`config.mk`:
```
export PLATFORM = sky130hd
export DESIGN_NAME = axis_bus_mux_n
export DESIGN_NICKNAME = d
export VERILOG_FILES = /design/src/rtl/axis_mux_pkg.sv /design/src/rtl/axis_skid_buf.sv /design/src/rtl/axis_bus_mux_n.sv
export SDC_FILE = /design/constraint.sdc
export NUM_CORES = 1
export LEC_CHECK = 0
export CAP_MARGIN = 20
export CELL_PAD_IN_SITES_DETAIL_PLACEMENT = 0
export CELL_PAD_IN_SITES_GLOBAL_PLACEMENT = 2
export CORE_MARGIN = 3
export CORE_UTILIZATION = 23
export CTS_CLUSTER_SIZE = 14
export DETAILED_ROUTE_END_ITERATION = 8
export MAX_ROUTING_LAYER = met4
export PLACE_DENSITY = 0.87
export RECOVER_POWER = 25
export SYNTH_ARGS = -nofsm -noshare
export SYNTH_HDL_FRONTEND = slang
export SYNTH_SLANG_ARGS = --single-unit
export TNS_END_PERCENT = 1
```
`constraint.sdc`:
```
create_clock -name clk -period 2.6 [get_ports clk]
set_input_delay 0.52 -clock clk [delete_from_list [all_inputs] [get_ports clk]]
set_output_delay 0.52 -clock clk [all_outputs]
set_load 0.05 [all_outputs]
```
`src/rtl/axis_mux_pkg.sv`:
```
// Shared definitions for the AXI-Stream N:1 bus multiplexer: selection code
// layout, lock FSM state type and the selection-code decode helper.
package axis_mux_pkg;

    localparam int unsigned SEL_EN_BIT = 7;
    localparam int unsigned SEL_IDX_W  = 7;

    typedef enum logic {
        IDLE = 1'b0,
        LOCK = 1'b1
    } mux_state_t;

    // A selection code is usable only with the enable bit set and an in-range index.
    function automatic logic sel_is_valid(input logic [7:0] sel, input int unsigned num_ch);
        return sel[SEL_EN_BIT] && (32'(sel[SEL_IDX_W-1:0]) < num_ch);
    endfunction

endpackage

```
`src/rtl/axis_skid_buf.sv`:
```
// Two-entry fully registered AXI-Stream skid buffer: the output register is
// entry 0, the skid register entry 1; s_ready is a plain register decode.
module axis_skid_buf
    import axis_mux_pkg::*;
#(
    parameter  int unsigned DATA_W = 32,
    localparam int unsigned KEEP_W = DATA_W / 8
) (
    input  logic              clk,
    input  logic              rst_n,
    input  logic              s_valid,
    input  logic [DATA_W-1:0] s_data,
    input  logic [KEEP_W-1:0] s_keep,
    input  logic              s_last,
    output logic              s_ready,
    output logic              m_valid,
    output logic [DATA_W-1:0] m_data,
    output logic [KEEP_W-1:0] m_keep,
    output logic              m_last,
    input  logic              m_ready
);

    logic              skid_valid;
    logic [DATA_W-1:0] skid_data;
    logic [KEEP_W-1:0] skid_keep;
    logic              skid_last;
    logic              push;

    assign s_ready = ~skid_valid;
    assign push    = s_valid & s_ready;

    always_ff @(posedge clk or negedge rst_n) begin
        if (!rst_n) begin
            m_valid    <= 1'b0;
            m_data     <= '0;
            m_keep     <= '0;
            m_last     <= 1'b0;
            skid_valid <= 1'b0;
            skid_data  <= '0;
            skid_keep  <= '0;
            skid_last  <= 1'b0;
        end else if (skid_valid) begin
            // Skid occupied implies the output register is occupied too.
            if (m_ready) begin
                m_data     <= skid_data;
                m_keep     <= skid_keep;
                m_last     <= skid_last;
                skid_valid <= 1'b0;
            end
        end else if (push) begin
            if (!m_valid || m_ready) begin
                m_valid <= 1'b1;
                m_data  <= s_data;
                m_keep  <= s_keep;
                m_last  <= s_last;
            end else begin
                skid_valid <= 1'b1;
                skid_data  <= s_data;
                skid_keep  <= s_keep;
                skid_last  <= s_last;
            end
        end else if (m_ready) begin
            m_valid <= 1'b0;
        end
    end

endmodule

```
`src/rtl/axis_bus_mux_n.sv`:
```
// NUM_CH:1 AXI-Stream multiplexer with packet locking and a registered skid
// output. Define AXIS_MUX_PKT_CNT_EN to add the pkt_cnt output packet counter.
module axis_bus_mux_n
    import axis_mux_pkg::*;
#(
    parameter  int unsigned NUM_CH = 6,
    parameter  int unsigned DATA_W = 32,
    localparam int unsigned KEEP_W = DATA_W / 8
) (
    input  logic                     clk,
    input  logic                     rst_n,
    input  logic [7:0]               bus_sel,
    input  logic [NUM_CH-1:0]        s_axis_tvalid,
    input  logic [NUM_CH*DATA_W-1:0] s_axis_tdata,
    input  logic [NUM_CH*KEEP_W-1:0] s_axis_tkeep,
    input  logic [NUM_CH-1:0]        s_axis_tlast,
    output logic [NUM_CH-1:0]        s_axis_tready,
    output logic                     m_axis_tvalid,
    output logic [DATA_W-1:0]        m_axis_tdata,
    output logic [KEEP_W-1:0]        m_axis_tkeep,
    output logic                     m_axis_tlast,
    input  logic                     m_axis_tready,
    output logic                     busy
`ifdef AXIS_MUX_PKT_CNT_EN
    ,
    output logic [31:0]              pkt_cnt
`endif
);

    mux_state_t           state;
    logic [SEL_IDX_W-1:0] lock_idx;
    logic [SEL_IDX_W-1:0] act_idx;
    logic                 act_valid;
    logic                 buf_ready;
    logic                 mux_valid;
    logic [DATA_W-1:0]    mux_data;
    logic [KEEP_W-1:0]    mux_keep;
    logic                 mux_last;
    logic                 push;

    always_comb begin
        if (state == LOCK) begin
            act_idx   = lock_idx;
            act_valid = 1'b1;
        end else begin
            act_idx   = bus_sel[SEL_IDX_W-1:0];
            act_valid = sel_is_valid(bus_sel, NUM_CH);
        end
    end

    always_comb begin
        mux_valid     = 1'b0;
        mux_data      = '0;
        mux_keep      = '0;
        mux_last      = 1'b0;
        s_axis_tready = '0;
        for (int unsigned i = 0; i < NUM_CH; i++) begin
            if (act_valid && (act_idx == SEL_IDX_W'(i))) begin
                mux_valid        = s_axis_tvalid[i];
                mux_data         = s_axis_tdata[i*DATA_W +: DATA_W];
                mux_keep         = s_axis_tkeep[i*KEEP_W +: KEEP_W];
                mux_last         = s_axis_tlast[i];
                s_axis_tready[i] = buf_ready;
            end
        end
    end

    assign push = mux_valid & buf_ready;

    // busy is kept as its own flop, updated in lockstep with the state.
    always_ff @(posedge clk or negedge rst_n) begin
        if (!rst_n) begin
            state    <= IDLE;
            lock_idx <= '0;
            busy     <= 1'b0;
        end else begin
            case (state)
                IDLE: begin
                    if (push && !mux_last) begin
                        state    <= LOCK;
                        lock_idx <= act_idx;
                        busy     <= 1'b1;
                    end
                end
                LOCK: begin
                    if (push && mux_last) begin
                        state <= IDLE;
                        busy  <= 1'b0;
                    end
                end
                default: begin
                    state <= IDLE;
                    busy  <= 1'b0;
                end
            endcase
        end
    end

    axis_skid_buf #(
        .DATA_W(DATA_W)
    ) u_skid (
        .clk     (clk),
        .rst_n   (rst_n),
        .s_valid (mux_valid),
        .s_data  (mux_data),
        .s_keep  (mux_keep),
        .s_last  (mux_last),
        .s_ready (buf_ready),
        .m_valid (m_axis_tvalid),
        .m_data  (m_axis_tdata),
        .m_keep  (m_axis_tkeep),
        .m_last  (m_axis_tlast),
        .m_ready (m_axis_tready)
    );

`ifdef AXIS_MUX_PKT_CNT_EN
    always_ff @(posedge clk or negedge rst_n) begin
        if (!rst_n) begin
            pkt_cnt <= '0;
        end else if (m_axis_tvalid && m_axis_tready && m_axis_tlast) begin
            pkt_cnt <= pkt_cnt + 32'd1;
        end
    end
`endif

endmodule

```
### After elaboration in Yosys (flattened, before gate mapping)

Cells that the tools add are included.

| operators by class | value |
|---|---|
| magnitude comparators | 1 |
| equality and inequality tests | 9 |
| mux-type cells | 57 |
| bitwise logic cells | 4 |
| reductions and logical operators | 21 |

Operators with widths:

| kind | count |
|---|---|
| 2-to-1 mux 32 bit | 10 |
| 2-to-1 mux 4 bit | 10 |
| 2-to-1 mux 1 bit | 34 |
| == test 7 x 2 -> 1 bit (second input constant) | 2 |
| == test 7 x 3 -> 1 bit (second input constant) | 2 |
| logical AND 1 bit | 9 |
| AND reduction 3 bit | 3 |
| == test 7 x 1 -> 1 bit (second input constant) | 1 |
| logical NOT 7 bit | 1 |
| less-than comparator 7 x 3 -> 1 bit (second input constant) | 1 |
| 2-to-1 mux 7 bit | 1 |
| nonzero test 2 bit | 3 |
| != test 2 x 1 -> 1 bit (second input constant) | 2 |
| != test 2 bit (second input constant) | 2 |
| case mux 1 bit (2 select lines) | 2 |
| AND reduction 2 bit | 2 |
| inverter 1 bit | 3 |
| logical NOT 1 bit | 2 |
| bitwise AND 1 bit | 1 |
| logical OR 1 bit | 1 |

| word-level totals | value |
|---|---|
| register bits after elaboration | 85 |
| input port bits | 239 |

### Longest topological paths before layout

| logic depth | value |
|---|---|
| word-level depth | 14 |
| depth in mapped cells | 11 |
| mapped depth without buffers | 6 |

### Modules after synthesis

Synthesis repeated with hierarchy kept, for this count alone.

| second synthesis, totals | value |
|---|---|
| cell total of the unflattened synthesis | 555 |
| area, all modules | 5669.2 um^2 |

By module, submodules not included:

| module | times used | cells each | area each (um^2) | sequential area each (um^2) |
|---|---|---|---|---|
| axis_skid_buf | 1 | 209 | 3499.6 | 1901.8 |
| axis_bus_mux_n | 1 | 346 | 2169.6 | 225.2 |

### Least setup slack after synthesis

Ideal clock, no wire load.

| timing path | value |
|---|---|
| path kind | in2out |
| from | input bus_sel[1] |
| to | output s_axis_tready[3] |
| arrival time | 2.857 ns |
| data required time | 2.080 ns |
| setup slack | -0.777 ns |
| cell stages on the path | 5 |
| path buffers | 2 |
| cell sequence | buf_2 -> a211oi_1 -> a21oi_2 -> buf_2 -> nor4b_1 |

| between the ends | value |
|---|---|
| longest elaborated chain between the ends | 5 |
| elaborated cells on any way between the ends | 7 |
| those cells by class | 1 x order compare; 1 x eq/ne; 3 x mux; 2 x reduce/logical |

Ends and longest elaborated chain:

| what | RTL line | RTL |
|---|---|---|
| from (decl) | axis_bus_mux_n.sv:12 | `input logic [7:0] bus_sel,` |
| less-than comparator 7 x 3 -> 1 bit | axis_mux_pkg.sv:15 | `return sel[SEL_EN_BIT] && (32'(sel[SEL_IDX_W-1:0]) < num_ch);` |
| logical AND 1 bit | axis_mux_pkg.sv:15 |  |
| 2-to-1 mux 1 bit | axis_bus_mux_n.sv:42 | `if (state == LOCK) begin` |
| logical AND 1 bit * | axis_bus_mux_n.sv:58 | `if (act_valid && (act_idx == SEL_IDX_W'(i))) begin` |
| 2-to-1 mux 1 bit * | axis_bus_mux_n.sv:58 |  |
| to (decl) | axis_bus_mux_n.sv:17 | `output logic [NUM_CH-1:0] s_axis_tready,` |

Every way passes the cells marked *; elsewhere a longest branch is shown, timed or not.

### Worst setup path after layout

| timing path | value |
|---|---|
| from | register state |
| to | output s_axis_tready[3] |

| between the ends | value |
|---|---|
| longest elaborated chain between the ends | 4 |
| elaborated cells on any way between the ends | 5 |
| those cells by class | 1 x eq/ne; 3 x mux; 1 x reduce/logical |

Ends and longest elaborated chain:

| what | RTL line | RTL |
|---|---|---|
| from (decl) | axis_bus_mux_n.sv:30 | `mux_state_t state;` |
| from (signal assigned) | axis_bus_mux_n.sv:73 | `state <= IDLE;` |
| from (signal assigned) | axis_bus_mux_n.sv:80 | `state <= LOCK;` |
| from (signal assigned) | axis_bus_mux_n.sv:87 | `state <= IDLE;` |
| 2-to-1 mux 7 bit | axis_bus_mux_n.sv:42 |  |
| == test 7 x 2 -> 1 bit | axis_bus_mux_n.sv:58 |  |
| logical AND 1 bit * | axis_bus_mux_n.sv:58 |  |
| 2-to-1 mux 1 bit * | axis_bus_mux_n.sv:58 |  |

Marked as above.

==> reports/qor.yml <==
antenna_found_initial: 0
synth_cell_types: 50
combPwrFrac_pct: 69.8
cts_sinks: 85
slew_headroom_pct: 4.61
p_seq_share_pct: 19.0
cts_tree: "done"
hp-start: "lock_idx[5]"
tns_ns: 0
p_int_w: 0.00679
p_clk_share_pct: 11.3
timing.final.ws_setup_ns: 0.0251
grt_overflow_total: 0
cts_buffers: 9
hp-class: "register to register"
maxSlewViolCount: 0
period_share_pct: 99.0
grt_pass1_vias: 6190
start_kind: "register"
nets: 1081
viasPerCell: 4.97
portBuffers: 283
synthArstFlopShare_pct: 100
fp.dieW_um: 159
finalHoldViolations: 0
setup_viol: 0
wirelength_met1_um: 9560
synthCells: 514
drt_iter0_markers: 384
drc_errors: 0
cp-end-kind: "output pin"
met2_length_um: 11600
tightest_slew_ns: 1.43
ys_ff_latch: 85
wl_per_cell_um: 19.6
h-tree-depth: 3
syn-cell-area_sq_mm: 0.00541
antennaDiodeCount: 0
syn_area_per_cell_sq_um: 10.5
syn_to_final_growth_pct: 83.2
insertion_delay_ns: 0.34
dr.max_layer_used: "met4"
status: "completed"
final_antenna_net_count: 0
pre_cts_ws_ns: -0.560
cap_violations: 0
fmax_mhz: 388
p_leak_nw: 3.99
detail_route.first_pass.iterations: 5
arrival_ns: 2.05
nFillCells: 2268
clk_path_buf_depth: 2
cts_hold_buf: 0
hpwlAfterDp_um: 17100
floorplan.initialDensity_pct: 23.7
drt-total-wl_um: 22800
synth_edf_count: 0
place_congestion: 0.825
clock_skew_ns: 0.00810
rows: 55
path_max_fanout: 8
ys_seq_area_share_pct: 39.3
fp.coreArea_sq_mm: 0.0228
grt_usage_pct: 17.9
switching_share_pct: 45.1
grt_pass1_wl_um: 35200
ir_drop_v: 0.000560
switching_power_w: 0.00558
required_ns: 2.08
cellPowerDensity_mw_per_mm2: 1250
die_h_um: 159
synthFlopType: "dfrtp_1"
die_area_sq_mm: 0.0254
fin_crit_ns: 2.57
crit_start: "state"
rsz0062_at_grt: "yes"
drive_gt1_share_pct: 19.2
totalPowerFinal_w: 0.0124
synth_warnings: 0
wl_met3_um: 1270
syn_nets: 753
path_clk_slew_ns: 0.06
reg2reg_from: "state"
holdWs_ns: 0.488
cts_root_buf: "clkbuf_16"
ios: 284
critPathKind: "register to output pin"
grt_start_max_net_pins: 55
via_count: 5761
[placed cells by master, fill, tap and decap left out, types with 3 or more instances in the layout]
cell	instances
clkbuf_16	9
o2bb2ai_1	35
buf_6	9
a222oi_1	36
and2_1	4
a221oi_2	18
dlygate4sd2_1	5
nand2_1	4
a21boi_1	4
o21ai_0	4
a221oi_1	18
buf_12	21
a211oi_1	38
nor2_1	7
clkdlybuf4s50_1	269
mux2i_1	73
a21oi_1	3
dfrtp_1	85
a21boi_0	29
inv_1	45
mux2_2	4
buf_4	65
[cell families (layout without fill, tap and decap cells)]
kind of cell / count (synthesis) / count (layout) / synth area share [%]
compound gates: 205 / 205 / 31.9
buf+inv: 101 / 434 / 8.28
flops: 85 / 85 / 39.3
mux: 81 / 81 / 15.1
simple gates: 42 / 42 / 5.32
[power groups by stage]
stage,sequential [W],combinational [W],clock [W]
after floorplan,0.00330,0.00376,0
after global placement,0.00234,0.00807,0
after detailed placement,0.00236,0.00813,0
after CTS,0.00235,0.00839,0.00144
after global routing,0.00242,0.00925,0.00150
final,0.00234,0.00863,0.00139
[what timing repair did]
item / in CTS / in global routing
cloned: 0 / 0
endpoints found under the setup margin: 85 / 78
buffers inserted: 11 / 2
pin swaps: 7 / 8
gates resized for setup: 22 / 31
[metal layers]
metal | global-route usage, % | up-vias
li1 | - | 2710
met1 | 21.1 | 2828
met2 | 31.0 | 201
met3 | 3.82 | 22
met4 | 4.70 | 0
met5 | - | -
[cells in the mapped netlist, drive strengths merged, types with 2 or more instances]
| cell type | instances | area, sq um |
|---|---|---|
| a221oi | 36 | 315 |
| a21boi | 34 | 255 |
| mux2 | 6 | 67.6 |
| o211ai | 3 | 27.5 |
| nand2 | 4 | 15.0 |
| a21oi | 5 | 32.5 |
| buf | 36 | 203 |
| a22oi | 2 | 15.0 |
| clkbuf | 19 | 72.6 |
| nor3 | 4 | 36.3 |
| o31ai | 2 | 15.0 |
| and2 | 5 | 31.3 |
| nor4b | 4 | 35.0 |
| and3b | 2 | 17.5 |
| inv | 46 | 173 |
| a21o | 2 | 15.0 |
| mux2i | 75 | 751 |
| and4bb | 2 | 25.0 |
| a222oi | 36 | 360 |
| dfrtp | 85 | 2130 |
| o21ai | 4 | 20.0 |
| nor2 | 9 | 36.3 |
| nor3b | 3 | 33.8 |
| nor4 | 4 | 25.0 |
| a211oi | 39 | 293 |
| o2bb2ai | 35 | 307 |
[sequential cells by signal, summed over array words and instances, names as in the netlist, 4 cells and up]
name              count
lock_idx              7
u_skid.m_data        32
u_skid.m_keep         4
u_skid.skid_keep      4
u_skid.skid_data     32
[worst max-delay path, cell delays in order (launching register included)]
cell      delay, ns
dfrtp_1        0.42
buf_12         0.16
a211oi_2       0.27
a21oi_4        0.10
buf_6          0.14
buf_4          0.14
nor4b_4        0.31
buf_12         0.18
[final timing paths]
path                                endpoint  slack, ns  cells past startpoint
setup / recovery            s_axis_tready[3]       0.03                      7
hold / removal                   lock_idx[5]       0.49                      1
setup reg to reg           u_skid.m_data[13]       0.04                      9
hold reg to reg                  lock_idx[5]       0.49                      1
max in group asynchronous               busy       1.22                      1
min in group asynchronous  u_skid.m_data[17]       0.51                      1
[area by class of cell]
class / instances / area (sq um) / share of cell area (%)
Clock buffer: 12 / 256 / 2.59
Clock inverter: 4 / 70.1 / 0.707
Inverter: 46 / 173 / 1.74
Multi-Input combinational cell: 328 / 3110 / 31.4
Sequential cell: 85 / 2130 / 21.5
Tap cell: 313 / 392 / 3.95
Timing Repair Buffer: 372 / 3780 / 38.1
[stage by stage]
step	std cells	instance area (sq um)	util (%)
floorplan	514	5440	-
global route	1160	9910	43.4
finish	1160	9910	43.4
CTS	1159	9740	42.7
detailed placement	1133	9270	40.6
global placement	1133	9270	40.6
Power figures use the tool's default switching activity.
